## config.mk

```make
export PLATFORM = sky130hd
export DESIGN_NAME = sync_counter
export DESIGN_NICKNAME = d
export VERILOG_FILES = /design/src/rtl/sync_counter.sv
export SDC_FILE = /design/constraint.sdc
export NUM_CORES = 1
export LEC_CHECK = 0
export ABC_AREA = 1
export CAP_MARGIN = 20
export CORE_AREA = 3 3 40 42
export DETAILED_ROUTE_END_ITERATION = 7
export DIE_AREA = 0 0 43 45
export SYNTH_ARGS = -nofsm -noshare
export SYNTH_HDL_FRONTEND = slang
export SYNTH_SLANG_ARGS = --single-unit
```

## constraint.sdc

```tcl
create_clock -name clk -period 2.8 [get_ports clk]
set_input_delay 0.56 -clock clk [delete_from_list [all_inputs] [get_ports clk]]
set_output_delay 0.56 -clock clk [all_outputs]
set_load 0.1 [all_outputs]
```

## src/rtl/sync_counter.sv

```systemverilog
// sync_counter: fully synchronous modulo counter with enable, clamped
// parallel load, programmable terminal value, cascade carry and wrap flag.
//
// Parameters:
//   WIDTH   - counter width in bits (>= 1)
//   MAX     - terminal value, highest count reached (1 .. 2**WIDTH-1)
//   RST_VAL - count after reset (<= MAX)
//
// Ports:
//   clk      in   sole clock, rising edge
//   rst      in   synchronous active-high reset
//   en       in   count enable
//   up       in   direction (1 = up); only used with COUNTER_UPDOWN_EN
//   load     in   parallel load strobe, overrides en
//   load_val in   value to load, clamped to MAX
//   count    out  registered count
//   tc       out  combinational terminal-count carry for cascading
//   wrap     out  registered one-cycle pulse after the count wrapped
//
// Build option:
//   COUNTER_UPDOWN_EN - when defined, `up` selects the direction per
//   cycle; otherwise the counter is up-only and `up` is ignored.

module sync_counter #(
    parameter int unsigned WIDTH   = 4,
    parameter int unsigned MAX     = (2 ** WIDTH) - 1,
    parameter int unsigned RST_VAL = 0
) (
    input  logic             clk,
    input  logic             rst,
    input  logic             en,
    input  logic             up,
    input  logic             load,
    input  logic [WIDTH-1:0] load_val,
    output logic [WIDTH-1:0] count,
    output logic             tc,
    output logic             wrap
);

    localparam logic [WIDTH-1:0] MAX_C = WIDTH'(MAX);
    localparam logic [WIDTH-1:0] RST_C = WIDTH'(RST_VAL);
    localparam logic [WIDTH-1:0] ZERO  = '0;

    logic             at_max;
    logic             at_term;
    logic [WIDTH-1:0] step_val;
    logic [WIDTH-1:0] load_clamp;

    assign at_max = (count == MAX_C);

`ifdef COUNTER_UPDOWN_EN
    logic at_zero;
    logic inc_val_sel;

    assign at_zero     = (count == ZERO);
    assign inc_val_sel = up;

    // Terminal value depends on direction: MAX going up, 0 going down.
    assign at_term = inc_val_sel ? at_max : at_zero;

    always_comb begin
        step_val = count;
        if (inc_val_sel) begin
            step_val = at_max ? ZERO : count + 1'b1;
        end else begin
            step_val = at_zero ? MAX_C : count - 1'b1;
        end
    end
`else
    logic unused_up;

    assign unused_up = up;
    assign at_term   = at_max;

    always_comb begin
        step_val = count;
        step_val = at_max ? ZERO : count + 1'b1;
    end
`endif

    // Clamping the load keeps the count inside 0..MAX, so the step
    // logic never has to handle out-of-range values.
    assign load_clamp = (load_val > MAX_C) ? MAX_C : load_val;

    // Carry is qualified by rst and load so it is high only in the
    // cycle whose edge really wraps the counter.
    assign tc = en & ~load & ~rst & at_term;

    always_ff @(posedge clk) begin
        if (rst) begin
            count <= RST_C;
            wrap  <= 1'b0;
        end else if (load) begin
            count <= load_clamp;
            wrap  <= 1'b0;
        end else if (en) begin
            count <= step_val;
            wrap  <= at_term;
        end else begin
            wrap  <= 1'b0;
        end
    end

endmodule
```

# Yosys cells after proc, flatten, opt, wreduce, memory -nomap -nowiden
# Index checks and enable logic that the tools add are counted.
# totals
reg_bits,5
latch_bits,0
mem_bits_rw,0
mem_bits_ro,0
input_bits,9
out_inout_bits,6
memories,0
# classes
n_addsub,1
mul,0
n_div,0
order_cmp,1
eq_ne,1
n_shift,0
mux,4
bitwise_logic,6
reduce_logical,2
# ops
operator,n
4-bit two-way mux,4
"4-bit by 1-bit adder with 4-bit output, second input constant",1
"4-bit equality test, second input constant",1
"4-bit > comparator, second input constant",1
1-bit AND,3
1-bit NOT,3
3-bit OR reduction,1
2-bit nonzero test,1

# Longest topological paths before layout
# Gate-level depths: netlist of run 1.
# depth
depth_word,4
ltp_mapped,6

# Worst setup path before layout of run 1
# No wires, ideal clock.
# synth_path
kind,reg2out
from,register count[1]
to,output port tc
t_arrival_ps,4342
required_ps,2240
path_slack_ps,-2102
stages_incl_launch_ff,4
path_buffers,0
path_cell_list,dfxtp_1 -> ha_1 -> nand3_1 -> nor4_1
# synth_via
elab_chain_len,2
# synth_rtl
item,line,source
from (decl),35,"output logic [WIDTH-1:0] count,"
from (signal assigned),94,count <= load_clamp;
from (signal assigned),97,count <= step_val;
4-bit equality test,49,assign at_max = (count == MAX_C);
1-bit AND,87,assign tc = en & ~load & ~rst & at_term;
to (decl),36,"output logic tc,"
# Every way passes these cells.

# Final worst setup path of run 1
# layout_path
from,input port en
to,output port tc
# layout_via
elab_chain_len,3
# layout_rtl
item,line,source
from (decl),31,"input logic en,"
1-bit AND (3 in a row),87,
# Every way passes these cells.

==> summary.md, run 1 <==
| Metric | Value |
|---|---|
| Setup Fix Bufs, Post-CTS | `0` |
| PostCTS Resize Cnt | `0` |
| Reg2reg path depth | `6` |
| Critical path's largest stage delay | `510 ps` |
| Status | `completed` |
| Max Slew Vio Count | `0` |
| Critical Path RT | `2240 ps` |
| Cts hold-fix bufs | `0` |
| Worst Tran Pin Value | `320 ps` |
| CTS Buf Count | `3` |
| Leakage power | `0.210 nW` |
| Sink Count | `5` |
| Synth Cell Area | `289 sq um` |
| Crit path max fanout | `3` |
| CP max stage cell | `clkdlybuf4s50_1` |
| Hold Crit Endpoint | `count[0]` |
| First-pass GRT wire length | `1140 um` |
| Yosys warnings | `0` |
| Netlist cell types | `18` |
| #FFs+latches synth | `5` |
| Final period util | `78.1%` |
| # rows | `13` |
| Placer Congestion | `0.682` |
| Hold Vio Cnt, Final | `0` |
| Net count after synthesis | `47` |
| Sequential share of the synthesized area | `34.6%` |
| Vias in the first global route | `299` |
| Worst hold path depth | `2` |
| DR vias | `320` |
| # Max-Cap Violations | `0` |
| Core Box Area | `0.00128 sq mm` |
| GRT overflow | `0` |
| Initial antenna violation count | `0` |
| Reg2Reg Launch Point | `count[0]` |
| H-tree Lvls | `1` |
| IO buf count | `13` |
| RSZ-0062 raised after global routing | `no` |
| Pin count of the biggest net entering global routing | `8` |
| Crit-path cells | `clkdlybuf4s50_1, inv_2, nor4_4, buf_12` |
| Drt total wl | `685 um` |
| DIE AREA | `0.00194 sq mm` |
| RR Endpoint | `count[3]` |
| CP Class | `in2out` |
| Fillers | `133` |
| Hold WC Path Type | `reg2reg` |
| Setup_tns | `0 ps` |
| Fin nets | `65` |
| Buf/Inv on CP | `3` |
| Max_slew headroom | `78.6%` |
| CTS max path bufs | `2` |
| Io pins | `15` |
| Die height | `45 um` |
| Root buf cell | `clkbuf_4` |
| Area delta synth->final | `67.1%` |
| Final critical-path required period | `2190 ps` |
| CTS clk-pin slew, worst paths | `40 ps` |
| Final Setup Violations | `0` |
| DRT Pass-1 Iters | `2` |
| P per Cell Area | `475 mW/mm^2` |
| Worst Skew | `6.45 ps` |
| Synth Area per Inst | `7.81 sq um` |
| FF-to-FF setup slack | `1660 ps` |
| # DRC | `0` |
| Maximum vdd drop | `139 uV` |
| Startpoint Class | `primary input` |
| Antenna-violating nets left | `0` |
| Routed len/inst | `9.93 um` |
| Worst-Skew Late Latency | `240 ps` |
| Finished Core Util | `37.6%` |
| Tot GR Track Use | `7.74%` |
| CTS tree | `yes` |
| Die W | `43 um` |
| WP data arrival | `1630 ps` |
| Post-Syn Instances | `37` |
| DP HPWL | `538 um` |
| Ratio of cells with drive above 1 in the final layout | `37.0%` |
| Crit path launch | `en` |
| Initial Util | `22.5%` |
| Drt initial violations | `6` |
| Diodes inserted | `0` |
| Hold wc startpoint | `count[0]` |
| Crit end category | `output pin` |
| Critical path's top delay family | `buffers and inverters` |
| Max Freq | `457 MHz` |
| Vias per std cell | `4.64` |
## layout make-up
type	instances	area, sq um	share of cell area, %
Clock buffer	4	26.3	5.44
Inverter	5	18.8	3.89
Multi-Input combinational cell	26	174	36.0
Sequential cell	5	110	22.8
Tap cell	15	18.8	3.89
Timing Repair Buffer	14	135	28.0
## flip-flops by register name, indices dropped and copies added (netlist names)
register / count
count: 4
wrap: 1
## metrics by stage
step / power (mW) / setup slack [ps] / instance area, sq um / hold slack, ps / std cells
2_1_floorplan: 0.126 / 136 / 314 / 615 / 37
3_3_place_gp: 0.146 / 606 / 457 / 519 / 65
3_5_place_dp: 0.146 / 610 / 457 / 526 / 65
4_1_cts: 0.232 / 599 / 483 / 533 / 69
5_1_grt: 0.242 / 569 / 483 / 559 / 69
6_report: 0.229 / 614 / 483 / 530 / 69
## layout by cell type, fill, tap and decap left out, drive strengths merged
| cell type | netlist | layout |
|---|---|---|
| a21oi | 2 | 2 |
| a22oi | 2 | 2 |
| a31oi | 1 | 1 |
| buf | 1 | 7 |
| clkbuf | 0 | 4 |
| clkdlybuf4s50 | 0 | 7 |
| dfxtp | 5 | 5 |
| ha | 1 | 1 |
| inv | 5 | 5 |
| nand2 | 9 | 9 |
| nand3 | 4 | 4 |
| nand3b | 1 | 1 |
| nand4 | 1 | 1 |
| nor2 | 2 | 2 |
| nor4 | 2 | 2 |
| xor2 | 1 | 1 |
## routing by layer
layer / vias up / global-route usage, % / routed length [um]
li1: 163 / - / -
met1: 148 / 9.86 / 305
met2: 9 / 12.0 / 341
met3: 0 / 1.20 / 37
met4: 0 / 5.42 / 0
met5: - / 0 / 0
## synth_stat cells
library cell	instances	share of area [%]
buf_6	1	3.9
xor2_1	1	3.0
nand3_1	3	5.2
dfxtp_1	5	35
a21oi_2	1	3.0
a31oi_1	1	2.2
ha_1	1	4.3
inv_2	1	1.3
nor2_2	1	2.2
nand3b_1	1	2.6
nand4_1	1	2.2
nor4_1	2	4.3
a22oi_1	2	5.2
inv_1	4	5.2
a21oi_1	1	1.7
nand3_2	1	3.5
nor2_4	1	3.9
nand2_1	9	12
## worst register-to-register path, delay by kind of cell, from the launching register on
| family | cells | cell delay, ps |
|---|---|---|
| flops | 1 | 350 |
| simple gates | 3 | 330 |
| fa+ha+maj | 1 | 220 |
| compound gates | 1 | 100 |
| buf+inv | 1 | 70 |
## power by group
part / internal (mW) / switching, mW
clock network: 0.0540 / 0.0308
logic: 0.0213 / 0.0425
registers: 0.0752 / 0.00547
total: 0.151 / 0.0788
## cells by family (layout without fill, tap and decap cells)
family	count (synthesis)	count (layout)	synth area share, %
adders and majority gates	1	1	4.33
buffers and inverters	6	23	10.4
AOI/OAI and AO/OA	5	5	12.1
xor gates and xnor gates	1	1	3.03
DFF	5	5	34.6
and+or+nand+nor	19	19	35.5
## worst max path at each step
| stage | to | cells past startpoint |
|---|---|---|
| 3_3_place_gp | tc | 4 |
| 3_5_place_dp | tc | 4 |
| 5_1_grt | tc | 4 |
| 4_1_cts | tc | 4 |
| 6_report | tc | 4 |
| 2_1_floorplan | tc | 2 |
Note: power is estimated with default switching activity, not from simulation.
==> inputs of run 2 (changes only) <==
==> constraint.sdc (replaced) <==
create_clock -name clk -period 2.01 [get_ports clk]
set_input_delay 0.402 -clock clk [delete_from_list [all_inputs] [get_ports clk]]
set_output_delay 0.402 -clock clk [all_outputs]
set_load 0.1 [all_outputs]
==> run 2 against run 1 <==
Compared with the run above:
- routed wire length grew 15%
- core utilization grew 2.9 points
- design area grew 7.8%
- global-route usage grew 2.3 points
==> summary.md, run 2 (synthesized netlist as in run 1, its figures left out) <==
| Metric | Value |
|---|---|
| Max Slew Vio Count | `0 (unchanged)` |
| Buf/Inv on CP | `3 (unchanged)` |
| Post-route cell area | `520 sq um (was 483 sq um)` |
| Crit-path cells | `clkdlybuf4s50_1, inv_2, nor4_4, buf_12 (unchanged)` |
| Die height | `45 um (unchanged)` |
| Worst Tran Pin Value | `263 ps (was 320 ps)` |
| Fillers | `140 (was 133)` |
| CTS tree | `yes (unchanged)` |
| Commonest non-fill, non-tap cell in the layout | `nand2_1 (unchanged)` |
| Vias in the first global route | `312 (was 299)` |
| Worst-Skew Late Latency | `240 ps (about the same)` |
| Pin count of the biggest net entering global routing | `8 (unchanged)` |
| P per Cell Area | `620 mW/mm^2 (was 475 mW/mm^2)` |
| Inst Count DP | `66 (was 65)` |
| Vias per std cell | `4.57 (was 4.64)` |
| Worst Skew | `1.90 ps (was 6.45 ps)` |
| Final critical-path required period | `1880 ps` |
| GRT overflow | `0 (unchanged)` |
| PostCTS Resize Cnt | `0 (unchanged)` |
| Tot GR Track Use | `10.1% (was 7.74%)` |
| Setup_tns | `0 ps (unchanged)` |
| Die W | `43 um (unchanged)` |
| Drt total wl | `791 um (was 685 um)` |
| IO buf count | `13 (unchanged)` |
| Leakage power | `0.214 nW (was 0.210 nW)` |
| DRT Pass-1 Iters | `2 (unchanged)` |
| Area of the multi-input gates | `199 sq um (was 174 sq um)` |
| # Max-Cap Violations | `0 (unchanged)` |
| Hold Vio Cnt, Final | `0 (unchanged)` |
| Setup WS post-layout | `132 ps (was 614 ps)` |
| Fin nets | `66 (was 65)` |
| Initial Util | `22.5% (unchanged)` |
| Io pins | `15 (unchanged)` |
| CTS clk-pin slew, worst paths | `40 ps (about the same)` |
| Register area | `115 sq um (was 110 sq um)` |
| Antenna-violating nets left | `0 (unchanged)` |
| Critical Path RT | `1610 ps (was 2240 ps)` |
| Placer Congestion | `0.664 (was 0.682)` |
| Finished Core Util | `40.5% (was 37.6%)` |
| # rows | `13 (unchanged)` |
| CTS max path bufs | `2 (unchanged)` |
| Max FFs per register | `4 (unchanged)` |
| Final period util | `93.4%` |
| Top Registers | `count x4, wrap x1 (unchanged)` |
| WP data arrival | `1480 ps (was 1630 ps)` |
| Max_slew headroom | `82.3% (was 78.6%)` |
| H-tree Lvls | `1 (unchanged)` |
| Crit path max fanout | `3 (unchanged)` |
| Most frequent cells in the layout | `nand2_1, clkdlybuf4s50_1, buf_4 (unchanged)` |
| Critical path's top delay family | `buffers and inverters (unchanged)` |
| Core Box Area | `0.00128 sq mm (unchanged)` |
| Setup Fix Bufs, Post-CTS | `0 (unchanged)` |
| DP HPWL | `606 um (was 538 um)` |
| Root buf cell | `clkbuf_4 (unchanged)` |
| DR vias | `320 (unchanged)` |
| CP max stage cell | `clkdlybuf4s50_1 (unchanged)` |
| Routed len/inst | `11.3 um (was 9.93 um)` |
| Sink Count | `5 (unchanged)` |
| Initial antenna violation count | `0 (unchanged)` |
| CTS Buf Count | `3 (unchanged)` |
| DP Worst Slack | `128 ps (was 610 ps)` |
| Status | `completed (unchanged)` |
| # DRC | `0 (unchanged)` |
| Ratio of cells with drive above 1 in the final layout | `41.8% (was 37.0%)` |
| Area delta synth->final | `80.1% (was 67.1%)` |
| First-pass GRT wire length | `1320 um (was 1140 um)` |
| Crit end category | `output pin (unchanged)` |
| CP Class | `in2out (unchanged)` |
| Final Setup Violations | `0 (unchanged)` |
| Cts hold-fix bufs | `0 (unchanged)` |
| DIE AREA | `0.00194 sq mm (unchanged)` |
| Hold WC Path Type | `reg2reg (unchanged)` |
| Critical path's largest stage delay | `510 ps (about the same)` |
| Most flops, register | `count (unchanged)` |
| Placed inst area | `494 sq um (was 457 sq um)` |
| Diodes inserted | `0 (unchanged)` |
| Maximum vdd drop | `186 uV (was 139 uV)` |
| Startpoint Class | `primary input (unchanged)` |
| Drt initial violations | `1 (was 6)` |
| Non-filler cells in the finished layout | `70 (was 69)` |
| RSZ-0062 raised after global routing | `no (unchanged)` |
| Max Freq | `533 MHz` |
## run 2: cell count changes in the layout (fill, tap and decap cells not counted), sizes merged
| cell | before | now |
|---|---|---|
| buf | 7 | 8 |
## run 2: cell type report
| type | instances | share of cell area (%) |
|---|---|---|
| clock buffers | 4 | 5.05 |
| inverters | 5 | 3.61 |
| multi-input cells | 26 | 38.2 |
| flip-flops and latches | 5 | 22.1 |
| well taps | 15 | 3.61 |
| repair buffers | 15 | 27.4 |
## run 2: worst paths after layout
check	start	endpoint	slack (ps)	cells after the start
worst min-delay path	count[3]	wrap	530	2
worst min register to register	count[3]	wrap	530	2
worst max-delay path	en	tc	130	4
worst max register to register	count[0]	count[3]	1010	6
## run 2: layer usage
layer | GRT usage, % | up-vias | wire length (um)
li1 | - | 164 | -
met2 | 14.4 | 12 | 356
met1 | 11.8 | 142 | 351
met5 | 0 | - | 0
met4 | 12.7 | 0 | 19
met3 | 1.20 | 2 | 62
## run 2: worst min-delay path: stages (launching register included)
cell	delay (ps)
dfxtp_4	360
nand3_4	80
nor4_1	40
## run 2: per-stage QoR
step / power, mW / hold WS (ps)
finish: 0.323 / 532
global route: 0.345 / 558
CTS: 0.329 / 534
detailed placement: 0.210 / 529
global placement: 0.208 / 529
floorplan: 0.177 / 455
## run 2: power breakdown
group	switching, mW	leakage [nW]	internal [mW]
Clock	0.0403	0.0150	0.0750
Sequential	0.0108	0.0437	0.104
Combinational	0.0607	0.156	0.0324
Total	0.112	0.214	0.211
==> inputs of run 3 (changes only) <==
--- a/config.mk
+++ b/config.mk
@@ -6,7 +6,7 @@
 export NUM_CORES = 1
 export LEC_CHECK = 0
 export ABC_AREA = 1
-export CAP_MARGIN = 20
+export CAP_MARGIN = 5
 export CORE_AREA = 3 3 40 42
 export DETAILED_ROUTE_END_ITERATION = 7
 export DIE_AREA = 0 0 43 45
==> results of run 3 <==
Same layout as run 2: the final DEF is identical, and so are final timing and power.
